[config.mk]
export PLATFORM = sky130hd
export DESIGN_NAME = bird_collision_fsm
export DESIGN_NICKNAME = d
export VERILOG_FILES = /design/src/rtl/flappy_pkg.sv /design/src/rtl/pipe_hit_check.sv /design/src/rtl/bird_collision_fsm.sv
export SDC_FILE = /design/constraint.sdc
export NUM_CORES = 1
export LEC_CHECK = 0
export ABC_AREA = 1
export BUFFER_PORTS_ARGS = -buffer_cell sky130_fd_sc_hd__buf_2
export CAP_MARGIN = 20
export CORE_MARGIN = 1.5
export CORE_UTILIZATION = 45
export CTS_CLUSTER_DIAMETER = 50
export CTS_CLUSTER_SIZE = 20
export DETAILED_ROUTE_END_ITERATION = 10
export PLACE_DENSITY = 0.8
export SYNTH_ARGS = -nofsm -noshare
export SYNTH_HDL_FRONTEND = slang
export SYNTH_SLANG_ARGS = --single-unit
[constraint.sdc]
create_clock -name clk -period 3.4 [get_ports clk]
set_clock_uncertainty 0.2 [all_clocks]
set_input_delay 0.17 -clock clk [delete_from_list [all_inputs] [get_ports clk]]
set_output_delay 0.17 -clock clk [all_outputs]
set_load 0.1 [all_outputs]
[src/rtl/flappy_pkg.sv]
// Shared types for the flappy-bird collision logic: hit causes, FSM states
// and the hit_idx width helper.
package flappy_pkg;

   typedef enum logic [1:0] {
      CAUSE_NONE = 2'd0,
      CAUSE_WALL = 2'd1,
      CAUSE_PIPE = 2'd2
   } hit_cause_t;

   typedef enum logic [1:0] {
      ST_PLAY  = 2'd0,
      ST_GRACE = 2'd1,
      ST_DEAD  = 2'd2
   } state_t;

   function automatic int idx_width(input int n);
      return (n > 1) ? $clog2(n) : 1;
   endfunction

endpackage

[src/rtl/pipe_hit_check.sv]
// Combinational overlap test of the bird against one pipe pair.
// Geometry is evaluated with two extra bits, signed, so left/top edges clamp at 0.
module pipe_hit_check #(
   parameter int COORD_W = 11,
   parameter int PIPE_W  = 70,
   parameter int GAP     = 80,
   parameter int TOP_M   = 7,
   parameter int BOT_M   = 5
) (
   input  logic [COORD_W-1:0] bird_x,
   input  logic [COORD_W-1:0] bird_y,
   input  logic [COORD_W-1:0] pipe_x,
   input  logic [COORD_W-1:0] pipe_y,
   output logic               hit
);

   localparam int SW = COORD_W + 2;
   localparam logic signed [SW-1:0] PW_S   = SW'(PIPE_W);
   localparam logic signed [SW-1:0] GAP_S  = SW'(GAP);
   localparam logic signed [SW-1:0] TOPM_S = SW'(TOP_M);
   localparam logic signed [SW-1:0] BOTM_S = SW'(BOT_M);

   logic signed [SW-1:0] bx_s, by_s, px_s, py_s;
   logic signed [SW-1:0] left_s, lo_s, hi_s;
   logic signed [SW-1:0] left_c, lo_c, hi_c;
   logic                 in_x, safe_y;

   always_comb begin
      bx_s   = $signed({2'b00, bird_x});
      by_s   = $signed({2'b00, bird_y});
      px_s   = $signed({2'b00, pipe_x});
      py_s   = $signed({2'b00, pipe_y});
      left_s = px_s - PW_S;
      lo_s   = py_s - GAP_S + TOPM_S;
      hi_s   = py_s - BOTM_S;
      left_c = left_s[SW-1] ? '0 : left_s;
      lo_c   = lo_s[SW-1]   ? '0 : lo_s;
      hi_c   = hi_s[SW-1]   ? '0 : hi_s;
      in_x   = (bx_s >= left_c) && (bx_s <= px_s);
      safe_y = (by_s > lo_c) && (by_s < hi_c);
      hit    = in_x && !safe_y;
   end

endmodule

[src/rtl/bird_collision_fsm.sv]
// Collision and lives manager: wall check, pipe priority encoder, and the
// PLAY/GRACE/DEAD FSM with lives and grace-frame counters.
module bird_collision_fsm
   import flappy_pkg::*;
#(
   parameter int N_PIPES      = 2,
   parameter int COORD_W      = 11,
   parameter int PIPE_W       = 70,
   parameter int GAP          = 80,
   parameter int TOP_M        = 7,
   parameter int BOT_M        = 5,
   parameter int Y_MIN        = 11,
   parameter int Y_MAX        = 474,
   parameter int LIVES        = 3,
   parameter int GRACE_FRAMES = 60
) (
   input  logic                            clk,
   input  logic                            reset,
   input  logic                            frame_tick,
   input  logic                            restart,
   input  logic [COORD_W-1:0]              bird_x,
   input  logic [COORD_W-1:0]              bird_y,
   input  logic [N_PIPES*COORD_W-1:0]      pipe_x,
   input  logic [N_PIPES*COORD_W-1:0]      pipe_y,
   output logic                            collision,
   output logic                            hit_pulse,
   output logic [2:0]                      lives,
   output logic                            invuln,
   output logic [1:0]                      hit_cause,
   output logic [idx_width(N_PIPES)-1:0]   hit_idx
);

   localparam int IDX_W = idx_width(N_PIPES);
   localparam int GC_W  = $clog2(GRACE_FRAMES + 1);

   logic [N_PIPES-1:0] pipe_hit;
   logic               pipe_any, wall_hit;
   logic [IDX_W-1:0]   pipe_idx;

   state_t           state_q, state_d;
   logic [2:0]       lives_q, lives_d;
   logic [GC_W-1:0]  grace_q, grace_d;
   hit_cause_t       cause_q, cause_d;
   logic [IDX_W-1:0] idx_q, idx_d;
   logic             pulse_q, pulse_d;

   for (genvar g = 0; g < N_PIPES; g++) begin : g_pipe
      pipe_hit_check #(
         .COORD_W (COORD_W),
         .PIPE_W  (PIPE_W),
         .GAP     (GAP),
         .TOP_M   (TOP_M),
         .BOT_M   (BOT_M)
      ) u_chk (
         .bird_x (bird_x),
         .bird_y (bird_y),
         .pipe_x (pipe_x[g*COORD_W +: COORD_W]),
         .pipe_y (pipe_y[g*COORD_W +: COORD_W]),
         .hit    (pipe_hit[g])
      );
   end

   // Descending scan so the lowest hitting index is the last one written.
   always_comb begin
      pipe_any = 1'b0;
      pipe_idx = '0;
      for (int unsigned i = N_PIPES; i > 0; i--) begin
         if (pipe_hit[i-1]) begin
            pipe_any = 1'b1;
            pipe_idx = IDX_W'(i - 1);
         end
      end
      wall_hit = (bird_y < COORD_W'(Y_MIN)) || (bird_y > COORD_W'(Y_MAX));
   end

   always_comb begin
      state_d = state_q;
      lives_d = lives_q;
      grace_d = grace_q;
      cause_d = cause_q;
      idx_d   = idx_q;
      pulse_d = 1'b0;
      if (restart) begin
         state_d = ST_PLAY;
         lives_d = 3'(LIVES);
         grace_d = '0;
         cause_d = CAUSE_NONE;
         idx_d   = '0;
      end else if (frame_tick) begin
         unique case (state_q)
            ST_PLAY: begin
               if (wall_hit || pipe_any) begin
                  lives_d = lives_q - 3'd1;
                  pulse_d = 1'b1;
                  cause_d = wall_hit ? CAUSE_WALL : CAUSE_PIPE;
                  if (!wall_hit) idx_d = pipe_idx;
                  if (lives_q == 3'd1) begin
                     state_d = ST_DEAD;
                  end else begin
                     grace_d = GC_W'(GRACE_FRAMES);
                     state_d = ST_GRACE;
                  end
               end
            end
            ST_GRACE: begin
               grace_d = grace_q - GC_W'(1);
               if (grace_q == GC_W'(1)) state_d = ST_PLAY;
            end
            ST_DEAD:  lives_d = '0;
            default:  state_d = ST_PLAY;
         endcase
      end
   end

   always_ff @(posedge clk) begin
      if (reset) begin
         state_q <= ST_PLAY;
         lives_q <= 3'(LIVES);
         grace_q <= '0;
         cause_q <= CAUSE_NONE;
         idx_q   <= '0;
         pulse_q <= 1'b0;
      end else begin
         state_q <= state_d;
         lives_q <= lives_d;
         grace_q <= grace_d;
         cause_q <= cause_d;
         idx_q   <= idx_d;
         pulse_q <= pulse_d;
      end
   end

   assign collision = (state_q == ST_DEAD);
   assign invuln    = (state_q == ST_GRACE);
   assign hit_pulse = pulse_q;
   assign lives     = lives_q;
   assign hit_cause = cause_q;
   assign hit_idx   = idx_q;

endmodule

==> impl_metrics.env <==
export IMPL_status="finished, final reports clean"
export IMPL_drc=0
export IMPL_final_setup_tns_ns=0
export IMPL_yosys_register_bits=15
export IMPL_port_buffers=78
export IMPL_fp_dieH_microns=104.2
export IMPL_critPathMaxFanout=5
export IMPL_start_util_pct=46.69
export IMPL_layout_commonest_cell="nand2_1"
export IMPL_grt_start_max_net_pins=16
export IMPL_min_period_over_period_pct=97.37
export IMPL_post_route_min_period_ns=3.311
export IMPL_drv_slew=0
export IMPL_num_vias=5551
export IMPL_critPathCaptureType="register"
export IMPL_p_clk_share_pct=12.8
export IMPL_relSlewSlack_pct=47.28
export IMPL_core_rowCount=36
export IMPL_final_core_utilization_pct=62.13
export IMPL_ys_flop_type="dfxtp_1"
export IMPL_dieWidth_microns=104.2
export IMPL_start_kind="input pin"
export IMPL_combPwrFrac_pct=70.8
export IMPL_core_area_sq_um=9864
export IMPL_grt_use_total_pct=21.45
export IMPL_switching_share_pct=47.02
export IMPL_finalWirelength_microns=12800
export IMPL_arrival_ns=3.30
export IMPL_synth_distinct_cells=39
export IMPL_critPathSlowestCell="ha_4"
export IMPL_finalSetupViolations=0
export IMPL_p_sw_w=0.0005455
export IMPL_layout_common_cells="nand2_1, inv_1, ha_1"
export IMPL_dr_first_iter_drc_count=223
export IMPL_gp_congestion=0.8557
export IMPL_hold_violations=0
export IMPL_seqPwrFrac_pct=16.4
export IMPL_antenna_found_initial=0
export IMPL_first_pass_iters=4
export IMPL_clk_path_buf_depth=2
export IMPL_netlist_area_sq_um=4606
export IMPL_synthCells=783
export IMPL_viasPerCell=5.188
export IMPL_grt_pass1_vias=4781
export IMPL_p_int_w=0.0006147
export IMPL_numClockSinks=15
export IMPL_grt_first_pass_wirelength_microns=20150
export IMPL_multi_input_area_sq_um=4170
export IMPL_crit_top_cell="nand2_1"
export IMPL_fill_cells=907
export IMPL_p_per_area_nw_per_um2=189.3
export IMPL_nets=1106
export IMPL_overflow=0
export IMPL_max_vdd_ir_drop_uv=106.2
export IMPL_synth_edf_count=0
export IMPL_slowest_delay_ns=0.25
export IMPL_clk_pin_slew_ns=0.06
export IMPL_wl_per_cell_microns=11.96
export IMPL_layout_drive_gt1_share_pct=27.11
export IMPL_post_dp_hpwl_microns=10010
export IMPL_crit_type="in -> reg"
export IMPL_worstHoldPathType="in -> reg"
export IMPL_io_pins=79
export IMPL_max_cap_viol_count=0
export IMPL_die_area_sq_um=10850
export IMPL_yosys_warnings=0
export IMPL_htree_levels=1
export IMPL_synthArstFlopShare_pct=0
export IMPL_grt_setup_unrepaired="yes"
export IMPL_root_buffer="clkbuf_8"
export IMPL_antenna_left=0
export IMPL_worst_pin_slew_ns=0.7879
export IMPL_n_antenna_cell=0
export IMPL_max_freq_mhz=302.1
export IMPL_seq_area_frac_synth_pct=6.520
export IMPL_cts_made_buffers=3
export IMPL_synth_nets=951
export IMPL_ff_latch_area_sq_um=300.3
export IMPL_syn_to_final_growth_pct=33.06
export IMPL_cts_tree="yes"
export IMPL_clk_latency_ns=0.25
export IMPL_p_leak_nw=3.358
export IMPL_avgSynthCellArea_sq_um=5.882
export IMPL_power_w=0.001160
export IMPL_crit_required_ns=3.39
==> worst paths after layout <==
path,endpoint,slack (ns),cells past startpoint,startpoint
max,grace_q[3],0.09,29,pipe_y[1]
max reg2reg,grace_q[4],1.22,7,state_q[1]
min reg2reg,hit_cause[0],0.26,2,hit_cause[0]
min,lives[0],0.05,3,reset
==> power by group through the flow <==
stage	Combinational [W]	Sequential [W]	Clock, W
global placement	0.000706	0.000194	0
floorplan	0.000458	0.000214	0
finish	0.000822	0.000190	0.000148
detailed placement	0.000722	0.000194	0
global route	0.000923	0.000191	0.000161
CTS	0.000731	0.000190	0.000153
==> timing repair <==
action                                  in CTS  in global routing
gates cloned                                 1                  0
gates resized for setup                      1                 85
pin swaps                                    0                 45
hold buffers                                 0                  0
endpoints found under the setup margin       7                 15
setup buffers                                0                 15
hold endpoints to repair                     0                  0
==> registers in the layout, indices dropped and copies added, names as in the netlist <==
register   flops
hit_pulse      1
grace_q        6
hit_cause      2
state_q        2
hit_idx        1
lives          3
==> cell usage after synthesis, types with 8 or more instances <==
master	instances	area share (%)
dfxtp_1	15	6.5
a21oi_1	50	5.4
nor3_1	10	1.1
nand2_1	202	16
nor2_1	86	7.0
ha_1	98	27
or2_2	13	1.8
nand3_1	65	7.1
inv_1	112	9.1
nand4_1	32	4.3
o21ai_0	35	3.8
inv_2	8	0.65
==> area by class of cell <==
cell class | instances | area share [%]
multi-input combinational | 646 | 68.05
timing repair buffer | 150 | 15.97
inverter | 122 | 7.636
sequential | 15 | 4.900
tap | 133 | 2.715
clock buffer | 4 | 0.7350
==> stage by stage <==
step / setup slack [ns] / instances / hold slack (ns) / area [sq um]
2_1_floorplan: 0.02342 / 783 / 0.1651 / 4606
3_3_place_gp: -0.1763 / 1050 / 0.2520 / 5587
3_5_place_dp: -0.2813 / 1050 / 0.2535 / 5587
4_1_cts: 0.009319 / 1055 / 0.05254 / 5644
5_1_grt: -0.1847 / 1070 / 0.06488 / 6128
6_report: 0.08945 / 1070 / 0.05154 / 6128
==> kinds of logic (layout without fill, tap and decap cells) <==
family	after synthesis	count (layout)	share of synthesized area, %
compound gates	104	104	12.63
fa+ha+maj	98	98	26.62
simple gates	434	435	42.33
buf+inv	123	276	10.02
xor+xnor	9	9	1.875
flops	15	15	6.520
==> critical path: cells and delay by family <==
kind                       cells  cell delay [ns]
AOI/OAI and AO/OA              3             0.41
and+or+nand+nor               20             1.89
buffers and inverters          4             0.42
adders and majority gates      2             0.40
==> metal layers <==
metal	wire length [microns]	vias to the layer above	GRT usage, %	share of wire [%]
met2	6256	129	37.98	49
li1	-	2922	-	-
met1	5814	2472	28.34	45
met4	262	0	5.159	2.0
met3	463	28	1.253	3.6
met5	0	-	0	0
(Power assumes the default switching activity.)
